[src/rtl/load_store_unit.sv]
`timescale 1ns / 1ps
// load_store_unit: executes one RV64 load or store over a 32-bit bus.
// Doublewords take two bus beats; narrow loads are sign/zero-extended.

module load_store_unit #(
    parameter int XLEN   = 64,
    parameter int BUS_AW = 32
) (
    input  logic              clk,
    input  logic              reset,
    input  logic              start,
    input  logic              memWrite,
    input  logic [2:0]        memType,
    input  logic [XLEN-1:0]   addr,
    input  logic [XLEN-1:0]   writeData,
    output logic              stall,
    output logic              done,
    output logic [XLEN-1:0]   readData,
    output logic              accessError,
    output logic              busReq,
    output logic              busWe,
    output logic [BUS_AW-1:0] busAddr,
    output logic [31:0]       busWdata,
    output logic [3:0]        busBe,
    input  logic              busGnt,
    input  logic              busRvalid,
    input  logic [31:0]       busRdata
);

    typedef enum logic [2:0] {
        S_IDLE,
        S_REQ0,
        S_WAIT0,
        S_REQ1,
        S_WAIT1,
        S_DONE
    } state_t;

    state_t            state_q, state_d;
    logic              we_q, we_d;
    logic [2:0]        type_q, type_d;
    logic [BUS_AW-1:0] addr_q, addr_d;
    logic [XLEN-1:0]   wdata_q, wdata_d;
    logic              err_q, err_d;
    logic [31:0]       lo_q, lo_d;
    logic [XLEN-1:0]   rdata_q, rdata_d;
    logic [BUS_AW-1:0] word_addr;
    logic              is_dword;

    // Address bits above the bus width never reach the bus.
    logic unused_addr_hi;
    assign unused_addr_hi = ^addr[XLEN-1:BUS_AW];

    function automatic logic illegal(
        input logic       we,
        input logic [2:0] t,
        input logic [2:0] a
    );
        logic bad;
        bad = (t == 3'b111) || (we && t[2]);
        case (t[1:0])
            2'b01:   bad = bad | a[0];
            2'b10:   bad = bad | (|a[1:0]);
            2'b11:   bad = bad | (|a[2:0]);
            default: bad = bad;
        endcase
        return bad;
    endfunction

    function automatic logic [XLEN-1:0] extend(
        input logic [2:0]  t,
        input logic [1:0]  a,
        input logic [31:0] w
    );
        logic [7:0]      b;
        logic [15:0]     h;
        logic [XLEN-1:0] r;
        b = w[{a, 3'b000} +: 8];
        h = a[1] ? w[31:16] : w[15:0];
        case (t)
            3'b000:  r = {{(XLEN-8){b[7]}}, b};
            3'b001:  r = {{(XLEN-16){h[15]}}, h};
            3'b010:  r = {{(XLEN-32){w[31]}}, w};
            3'b100:  r = {{(XLEN-8){1'b0}}, b};
            3'b101:  r = {{(XLEN-16){1'b0}}, h};
            3'b110:  r = {{(XLEN-32){1'b0}}, w};
            default: r = '0;
        endcase
        return r;
    endfunction

    assign word_addr = {addr_q[BUS_AW-1:2], 2'b00};
    assign is_dword  = (type_q[1:0] == 2'b11);

    always_ff @(posedge clk or posedge reset) begin
        if (reset) begin
            state_q <= S_IDLE;
            we_q    <= 1'b0;
            type_q  <= '0;
            addr_q  <= '0;
            wdata_q <= '0;
            err_q   <= 1'b0;
            lo_q    <= '0;
            rdata_q <= '0;
        end else begin
            state_q <= state_d;
            we_q    <= we_d;
            type_q  <= type_d;
            addr_q  <= addr_d;
            wdata_q <= wdata_d;
            err_q   <= err_d;
            lo_q    <= lo_d;
            rdata_q <= rdata_d;
        end
    end

    always_comb begin
        state_d = state_q;
        we_d    = we_q;
        type_d  = type_q;
        addr_d  = addr_q;
        wdata_d = wdata_q;
        err_d   = err_q;
        lo_d    = lo_q;
        rdata_d = rdata_q;
        case (state_q)
            S_IDLE: begin
                if (start) begin
                    we_d    = memWrite;
                    type_d  = memType;
                    addr_d  = addr[BUS_AW-1:0];
                    wdata_d = writeData;
                    err_d   = illegal(memWrite, memType, addr[2:0]);
                    state_d = err_d ? S_DONE : S_REQ0;
                end
            end
            S_REQ0: begin
                if (busGnt) begin
                    if (!we_q) begin
                        state_d = S_WAIT0;
                    end else begin
                        state_d = is_dword ? S_REQ1 : S_DONE;
                    end
                end
            end
            S_WAIT0: begin
                if (busRvalid) begin
                    lo_d = busRdata;
                    if (is_dword) begin
                        state_d = S_REQ1;
                    end else begin
                        rdata_d = extend(type_q, addr_q[1:0], busRdata);
                        state_d = S_DONE;
                    end
                end
            end
            S_REQ1: begin
                if (busGnt) begin
                    state_d = we_q ? S_DONE : S_WAIT1;
                end
            end
            S_WAIT1: begin
                if (busRvalid) begin
                    rdata_d = XLEN'({busRdata, lo_q});
                    state_d = S_DONE;
                end
            end
            S_DONE: begin
                state_d = S_IDLE;
            end
            default: begin
                state_d = S_IDLE;
            end
        endcase
    end

    // Bus drive depends only on registered state, so it holds while ungranted.
    always_comb begin
        busReq   = 1'b0;
        busWe    = 1'b0;
        busAddr  = '0;
        busWdata = '0;
        busBe    = '0;
        if (state_q == S_REQ0 || state_q == S_REQ1) begin
            busReq  = 1'b1;
            busWe   = we_q;
            busAddr = (state_q == S_REQ1) ? word_addr + BUS_AW'(4)
                                          : word_addr;
            if (we_q) begin
                unique case (type_q[1:0])
                    2'b00: begin
                        busBe    = 4'b0001 << addr_q[1:0];
                        busWdata = {4{wdata_q[7:0]}};
                    end
                    2'b01: begin
                        busBe    = addr_q[1] ? 4'b1100 : 4'b0011;
                        busWdata = {2{wdata_q[15:0]}};
                    end
                    2'b10: begin
                        busBe    = 4'b1111;
                        busWdata = wdata_q[31:0];
                    end
                    2'b11: begin
                        busBe    = 4'b1111;
                        busWdata = (state_q == S_REQ1) ? wdata_q[63:32]
                                                       : wdata_q[31:0];
                    end
                endcase
            end
        end
    end

    assign stall       = (start && state_q == S_IDLE)
                       || !(state_q == S_IDLE || state_q == S_DONE);
    assign done        = (state_q == S_DONE);
    assign accessError = done && err_q;
    assign readData    = rdata_q;

endmodule

[config.mk]
export PLATFORM = sky130hd
export DESIGN_NAME = load_store_unit
export DESIGN_NICKNAME = d
export VERILOG_FILES = /design/src/rtl/load_store_unit.sv
export SDC_FILE = /design/constraint.sdc
export NUM_CORES = 1
export LEC_CHECK = 0
export ABC_CLOCK_PERIOD_IN_PS = 8540
export CORE_ASPECT_RATIO = 1.4
export CORE_UTILIZATION = 40
export DETAILED_ROUTE_END_ITERATION = 10
export PLACE_DENSITY = 0.7
export SYNTH_ARGS = -nofsm -noshare
export SYNTH_HDL_FRONTEND = slang
export SYNTH_SLANG_ARGS = --single-unit
[constraint.sdc]
create_clock -name clk -period 8.54 [get_ports clk]
set_clock_uncertainty 0.1 [all_clocks]
set_input_delay 1.708 -clock clk [delete_from_list [all_inputs] [get_ports clk]]
set_output_delay 1.708 -clock clk [all_outputs]
set_load 0.02 [all_outputs]
==> impl_metrics.toml, run 1 <==
[floorplanning]
fp.dieArea_um2 = 25700
die_x_um = 136
die-height_um = 189
core-area_um2 = 24700
rows = 68
floorplan.initialDensity = 0.406
ioPinCount = 306

[timing]
setup_tns_ps = 0
post-route-period-util = 0.668
max_freq_mhz = 175
timing.hold.ws_ps = 389
hold_viol_final = 0
finalSetupViolations = 0
worst_pin_slew_ps = 1180
period_minus_slack_ps = 5700
relSlewSlack = 0.212
drv_slew = 0
rsz0062_at_grt = "false"

[power_and_ir_drop]
power_density_nw_per_um2 = 377
p_int_mw = 3.00
power_mw = 5.07
p_leak_nw = 5.50
clockPowerShare = 0.155
p_sw_mw = 2.07
sequentialPowerShare = 0.354
ir_worst_vdd_mv = 0.183
p_comb_frac = 0.491
swShare = 0.408

[synth]
synth-adder-area-share = 0.00125
ys_top_cells_by_area = "dfrtp_1 (50%), mux2_2 (14%), nor2_1 (3.1%)"
synthMuxAreaShare = 0.142
synth_area_leader_cell = "dfrtp_1"
postSynthAreaPerCell_um2 = 10.6
synth_compound_area_frac = 0.161
ys_warn_count = 0
ys_types = 57
synth_xor_area_frac = 0.0227
ys_seq_area_frac = 0.499
synth_seq_cells = 200
yosys.area_share.simple = 0.128
async_flop_share = 1.00
synth_top_family_by_area = "compound AO/OA/AOI/OAI gates"
synth_area_um2 = 10000
netlist_instances = 949
yosys.area.top_type_share = 0.499
synth_flop_cell = "dfrtp_1"
synth_edf_count = 0

[final_layout]
design_area_um2 = 13500
diodes = 0
fillCellCount = 2207
drive_above_1_share = 0.151
layout.nets = 1344
layoutNonFillerInstCount = 1502
areaGrowthSynthToFinish_pct = 34.3

[clock_tree]
cts_tree = "done"
hold_buffers = 0
cts_root_buffer = "clkbuf_16"
cts_resized = 0
cts_setup_buffers = 0
clockBufferDepth = 2
htree_levels = 4
path_clk_slew_ps = 80
cts_made_buffers = 17
insertion_delay_ps = 440
cts.sinks = 200

[routing]
drt_iter0_drc = 591
vias = 8541
ant_nets = 0
via_per_inst = 5.69
drtPass1Iterations = 6
wire_per_inst_um = 20.1
route.detailed.drc = 0
wl_um = 30100

[grt]
grt_pass1_vias = 8422
grt_usage = 0.238
grt_pass1_wl_um = 46800
grt_max_degree = 122
grt-ovfl-total = 0
antenna_found_initial = 0

[status]
status = "completed"

[critical_path]
critPathKind = "register to output pin"
cp_max_fo = 25
worstSetupStartpointType = "register"
cp_data_required_time_ps = 6730
cp-end-kind = "output pin"
arrival_ps = 3900

[worst_hold_path]
min_path_type = "register to register"

[job]
max-cap-violations = 0

[placement]
dpl.hpwl_um = 20700
portBuffers = 271
gp_congestion = 0.840
dp.cells = 1470
place_area_um2 = 12900
==> metrics by stage <==
step	setup slack (ps)	utilization
6_report	2840	0.545
5_1_grt	2640	0.545
4_1_cts	2730	0.545
3_5_place_dp	3210	0.522
3_3_place_gp	3310	0.522
2_1_floorplan	1280	-
==> placed cells by master (no fill, tap or decap), types with 11 or more instances in the layout <==
cell type	synthesis	final
o22a_1	32	32
o21ai_0	54	54
a21oi_1	47	47
clkdlybuf4s50_1	0	271
nand4_1	12	12
dfrtp_1	200	200
mux2_2	122	122
buf_4	3	11
a22oi_1	23	23
and3_1	45	44
nand3_1	17	17
nor2_1	84	83
inv_1	26	25
nand2_1	64	64
clkbuf_16	0	17
xor2_1	21	21
a221oi_1	32	32
==> cells in the mapped netlist (9+ instances only) <==
cell type    n
nand4_1     12
a22oi_1     23
nand2_1     64
mux2_2     122
o22a_1      32
xor2_1      21
dfrtp_1    200
a21oi_1     47
o21ai_0     54
and3_1      45
nor2_1      84
clkbuf_1    30
nand3_1     17
a221oi_1    32
a211o_1      9
buf_2       39
inv_1       26
==> per-layer routing <==
layer	global-route usage	share of wire	vias up
met5	0	0	-
met4	0.120	0.044	0
met2	0.406	0.50	341
met1	0.282	0.40	4229
met3	0.0450	0.060	65
li1	-	-	3906
==> power by group through the flow <==
stage          combinational, mW  sequential (mW)  clock [mW]
3_5_place_dp                2.49             1.81           0
3_3_place_gp                2.46             1.79           0
2_1_floorplan               1.48             1.85           0
4_1_cts                     2.50             1.79       0.809
6_report                    2.49             1.79       0.788
5_1_grt                     2.69             1.86       0.843
==> path summary, 6_finish.rpt <==
path                           endpoint  slack, ps   startpoint  depth (start not counted)
max in group asynchronous  readData[51]       4960        reset                          3
setup / recovery           busWdata[31]       2840    type_q[0]                          6
hold / removal              readData[7]        390  readData[7]                          2
setup reg to reg            wdata_q[33]       4760   state_q[1]                          4
min in group asynchronous   wdata_q[40]       1720        reset                          2
hold reg to reg             readData[7]        390  readData[7]                          2
==> worst max-delay path: stages, from the launching register on <==
cell and delay, ps:
dfrtp_1 870, buf_4 310, nand2_1 200, nor2_2 950, a221oi_1 290, nor2_1 180, clkdlybuf4s50_1 620
==> final cells by class <==
type	count	area (um^2)	share of cell area
tap	315	394	0.0293
clock buffer	18	429	0.0319
timing repair buffer	282	2800	0.208
clock inverter	14	138	0.0102
sequential	200	5000	0.372
inverter	26	105	0.00781
multi-input combinational	647	4590	0.341
==> state kept, by name (all words and copies together) (netlist names) <==
| signal | cells |
|---|---|
| err_q | 1 |
| type_q | 3 |
| readData | 64 |
| wdata_q | 64 |
| we_q | 1 |
| lo_q | 32 |
| state_q | 3 |
| addr_q | 32 |
==> cells by family after synthesis <==
kind of cell,after synthesis
flops,200
compound gates,233
fa+ha+maj,1
xor+xnor,26
buf+inv,103
other cells,1
mux,127
simple gates,258
(Power assumes the default switching activity.)
==> run 2, diff against run 1 <==
ABC_CLOCK_PERIOD_IN_PS = 5600   (was 8540)
clock period = 5.6 ns   (was 8.54 ns; I/O delays follow)
==> run 2 against run 1 <==
Power up 54%; worst hold slack worse by 2.2 ps; largest cell class unchanged; sequential power up 53%; cell count up 0.13%; via count down 0.49%; critical path type unchanged.
==> impl_metrics.toml, run 2 (same netlist as run 1, synthesis figures left out) <==
[timing]
period_minus_slack_ps = 4690
finalSetupViolations = 0
relSlewSlack = 0.229
worst_pin_slew_ps = 1160
drv_slew = 0
post-route-period-util = 0.838
setup_tns_ps = 0
hold_viol_final = 0
max_freq_mhz = 213
rsz0062_at_grt = "false"

[placement]
gp_congestion = 0.848
dpl.hpwl_um = 20900
place_area_um2 = 12900
portBuffers = 271
dp.cells = 1472

[routing]
ant_nets = 0
wire_per_inst_um = 19.9
wl_um = 30000
drt-met1-wl_um = 11900
drtPass1Iterations = 5
top_layer = "met4"
wl_met2_um = 15000
route.detailed.drc = 0
via_per_inst = 5.65
vias = 8499
drt_iter0_drc = 589
dr_wl_met3_um = 1940

[floorplanning]
ioPinCount = 306
die_x_um = 136
core-area_um2 = 24700
die-height_um = 189
rows = 68
floorplan.initialDensity = 0.406
fp.dieArea_um2 = 25700

[clock_tree]
hold_buffers = 0
cts_resized = 0
cts_made_buffers = 17
cts_setup_buffers = 0
htree_levels = 4
cts_tree = "done"
insertion_delay_ps = 450
cts_root_buffer = "clkbuf_16"
clockBufferDepth = 2
path_clk_slew_ps = 80
cts.sinks = 200

[grt]
grt_pass1_wl_um = 46800
grt-ovfl-total = 0
grt_usage = 0.238
grt_pass1_vias = 8452
antenna_found_initial = 0
grt_max_degree = 91

[status]
status = "completed"

[critical_path]
r2r_start = "state_q[1]"
worstSetupStartpointType = "register"
arrival_ps = 3470
cp_max_fo = 25
critPathKind = "register to output pin"
worstSetupStartpoint = "type_q[1]"
cp-end-kind = "output pin"
cp_data_required_time_ps = 4380

[job]
max-cap-violations = 0

[final_layout]
fillCellCount = 2194
final_cell_mix = "clkdlybuf4s50_1 (271), dfrtp_1 (200), mux2_2 (122)"
areaGrowthSynthToFinish_pct = 35.1
drive_above_1_share = 0.153
layout_commonest_cell = "clkdlybuf4s50_1"
diodes = 0
layoutNonFillerInstCount = 1504
layout.nets = 1346
design_area_um2 = 13500

[worst_hold_path]
hp-start = "readData[7]"
min_path_type = "register to register"

[power_and_ir_drop]
p_leak_nw = 5.53
power_density_nw_per_um2 = 577
ir_worst_vdd_mv = 0.275
run 2: cell types whose count changed in the layout (fill, tap and decap cells not counted), sizes merged:
| cell | delta |
|---|---|
| clkbuf | -1 |
| clkinv | -3 |
| buf | +2 |
| inv | +3 |
| bufinv | +1 |
run 2: routing by layer:
metal  up-vias  global-route usage
li1       3911                   -
met3        59              0.0498
met1      4184               0.290
met4         0               0.113
met5         -                   0
met2       345               0.396
run 2: layout make-up:
type                    instances  area (um^2)  area share
clock inverters                15          171      0.0127
flip-flops and latches        200         5000       0.370
clock buffers                  17          425      0.0314
well taps                     315          394      0.0291
multi-input cells             647         4590       0.339
inverters                      26          101     0.00749
repair buffers                284         2850       0.210
run 2: final timing paths:
check | endpoint | slack [ps] | depth (start not counted)
max | busWdata[23] | 910 | 5
min | readData[7] | 390 | 2
max reg2reg | readData[31] | 2590 | 6
min reg2reg | readData[7] | 390 | 2
max in group asynchronous | wdata_q[6] | 3260 | 3
min in group asynchronous | state_q[0] | 1150 | 2
run 2: power breakdown:
part           switching, mW  internal (mW)
Clock                  0.628          0.642
Combinational           1.98           1.83
Sequential             0.559           2.17
Total                   3.17           4.64
run 2: stage by stage:
stage,util,hold slack (ps),worst slack (ps),power [mW]
final,0.549,386,906,7.81
after CTS,0.549,390,868,7.86
after floorplan,-,372,1790,5.08
after global placement,0.524,367,1360,6.48
after global routing,0.549,426,640,8.30
after detailed placement,0.524,373,1320,6.57
run 2: critical path, cell delays in order (launching register included):
cell,delay (ps)
dfrtp_1,700
nand2_1,320
nor2_2,950
a221oi_1,240
nor2_1,180
clkdlybuf4s50_1,620
==> run 3, diff against run 2 <==
ABC_CLOCK_PERIOD_IN_PS = 3900   (was 5600)
PLACE_DENSITY = 0.73   (was 0.7)
clock period = 3.9 ns   (was 5.6 ns; I/O delays follow)
==> run 3 against run 2 <==
Global-route usage grew 0.38 points; first-iteration DRC count fell by 5.3%; count of clock-buffer cells in the layout rose by 1; routed wire length grew 0.79%; clock power grew 44%; register-to-register slack got worse by 1500 ps; sequential share of layout area decreased by 0.44 points; combinational power grew 49%; non-clock buffer count rose by 17; die area stayed put; sequential cell count stayed put; critical path type unchanged; highest routed layer unchanged.
==> impl_metrics.toml, run 3 (same netlist as run 1, synthesis figures left out) <==
[power_and_ir_drop]
power_density_nw_per_um2 = 828
ir_worst_vdd_mv = 0.421
power_mw = 11.3
p_leak_nw = 5.63

[final_layout]
drive_above_1_share = 0.166
layoutNonFillerInstCount = 1521
layout.nets = 1363
final_cell_mix = "clkdlybuf4s50_1 (271), dfrtp_1 (200), mux2_2 (122)"
diodes = 0
layout_commonest_cell = "clkdlybuf4s50_1"
areaGrowthSynthToFinish_pct = 36.7
fillCellCount = 2181
multi_input_comb_area_um2 = 4590
regArea_um2 = 5000

[routing]
route.detailed.drc = 0
vias = 8610
wire_per_inst_um = 19.9
ant_nets = 0
drt_iter0_drc = 558
drtPass1Iterations = 5
wl_um = 30200
via_per_inst = 5.66

[clock_tree]
path_clk_slew_ps = 80
cts_root_buffer = "clkbuf_16"
cts_tree = "done"
clockBufferDepth = 2
cts_made_buffers = 17
htree_levels = 4
cts.sinks = 200
insertion_delay_ps = 450

[critical_path]
slowest_stage = "clkdlybuf4s50_1"
critPathMaxStageDelay_ps = 620
critPathKind = "register to output pin"
cp_cell_sequence = "nand2b_1 > buf_4 > nor2_2 > nand3_4 > or3_1 > a21oi_1 > clkdlybuf4s50_1"
worstSetupStartpointType = "register"
cp_data_required_time_ps = 3020
arrival_ps = 2980
cp_max_fo = 34
cp-end-kind = "output pin"

[worst_hold_path]
min_path_type = "register to register"

[grt]
grt-ovfl-total = 0
grt_pass1_vias = 8651
antenna_found_initial = 0
grt_usage = 0.241
grt_max_degree = 110
grt_pass1_wl_um = 47300

[timing]
post-route-period-util = 0.991
hold_viol_final = 0
finalSetupViolations = 0
rsz0062_at_grt = "true"
worst_pin_slew_ps = 926
max_freq_mhz = 259
period_minus_slack_ps = 3860
relSlewSlack = 0.378
drv_slew = 0
timing.hold.ws_ps = 383

[floorplanning]
core-area_um2 = 24700
die-height_um = 189
rows = 68
floorplan.initialDensity = 0.406
fp.dieArea_um2 = 25700
die_x_um = 136
ioPinCount = 306

[placement]
gp_congestion = 0.845
dpl.hpwl_um = 21600
dp.cells = 1489
portBuffers = 271

[job]
max-cap-violations = 0

[status]
status = "completed"
## run 3: final cells by class
| type | count | area share |
|---|---|---|
| Sequential cell | 200 | 0.365 |
| Multi-Input combinational cell | 647 | 0.335 |
| Timing Repair Buffer | 301 | 0.218 |
| Clock buffer | 18 | 0.0321 |
| Tap cell | 315 | 0.0288 |
| Clock inverter | 14 | 0.0130 |
| Inverter | 26 | 0.00740 |
## run 3: path summary, 6_finish.rpt
kind / slack, ps / from / depth (start not counted) / endpoint
min: 380 / readData[7] / 2 / readData[7]
max in group asynchronous: 2410 / reset / 3 / wdata_q[35]
min reg2reg: 380 / readData[7] / 2 / readData[7]
max reg2reg: 1050 / state_q[1] / 6 / readData[16]
min in group asynchronous: 720 / reset / 3 / addr_q[24]
max: 40 / state_q[2] / 7 / busAddr[31]
## run 3: worst max-delay path: cells and delay by family (launching register included)
family | cells | cell delay [ps]
and+or+nand+nor | 4 | 1060
DFF | 1 | 390
AOI/OAI and AO/OA | 1 | 160
buffers and inverters | 2 | 910
## run 3: what timing repair did
action | 4_1_cts | 5_1_grt
endpoints found under the setup margin | 0 | 9
resized for setup | 0 | 2
buffers inserted | 0 | 0
hold buffers | 0 | 0
## run 3: power breakdown
group | switching [mW] | total, mW | internal (mW)
registers | 0.709 | 3.82 | 3.12
logic | 2.98 | 5.69 | 2.71
clock network | 0.891 | 1.83 | 0.942
total | 4.58 | 11.3 | 6.77
## run 3: per-stage QoR
step	area, um^2	worst slack [ps]	util	TNS [ps]
after floorplan	10000	432	-	0
after CTS	13700	30.1	0.555	0
after detailed placement	13100	534	0.530	0
after global routing	13700	-114	0.555	-433
final	13700	36.4	0.555	0
after global placement	13100	542	0.530	0
## run 3: per-layer routing
layer	vias to the layer above	part of all wire	GRT usage
li1	3952	-	-
met1	4221	0.39	0.290
met2	355	0.50	0.403
met3	82	0.062	0.0493
met4	0	0.045	0.127
met5	-	0	0
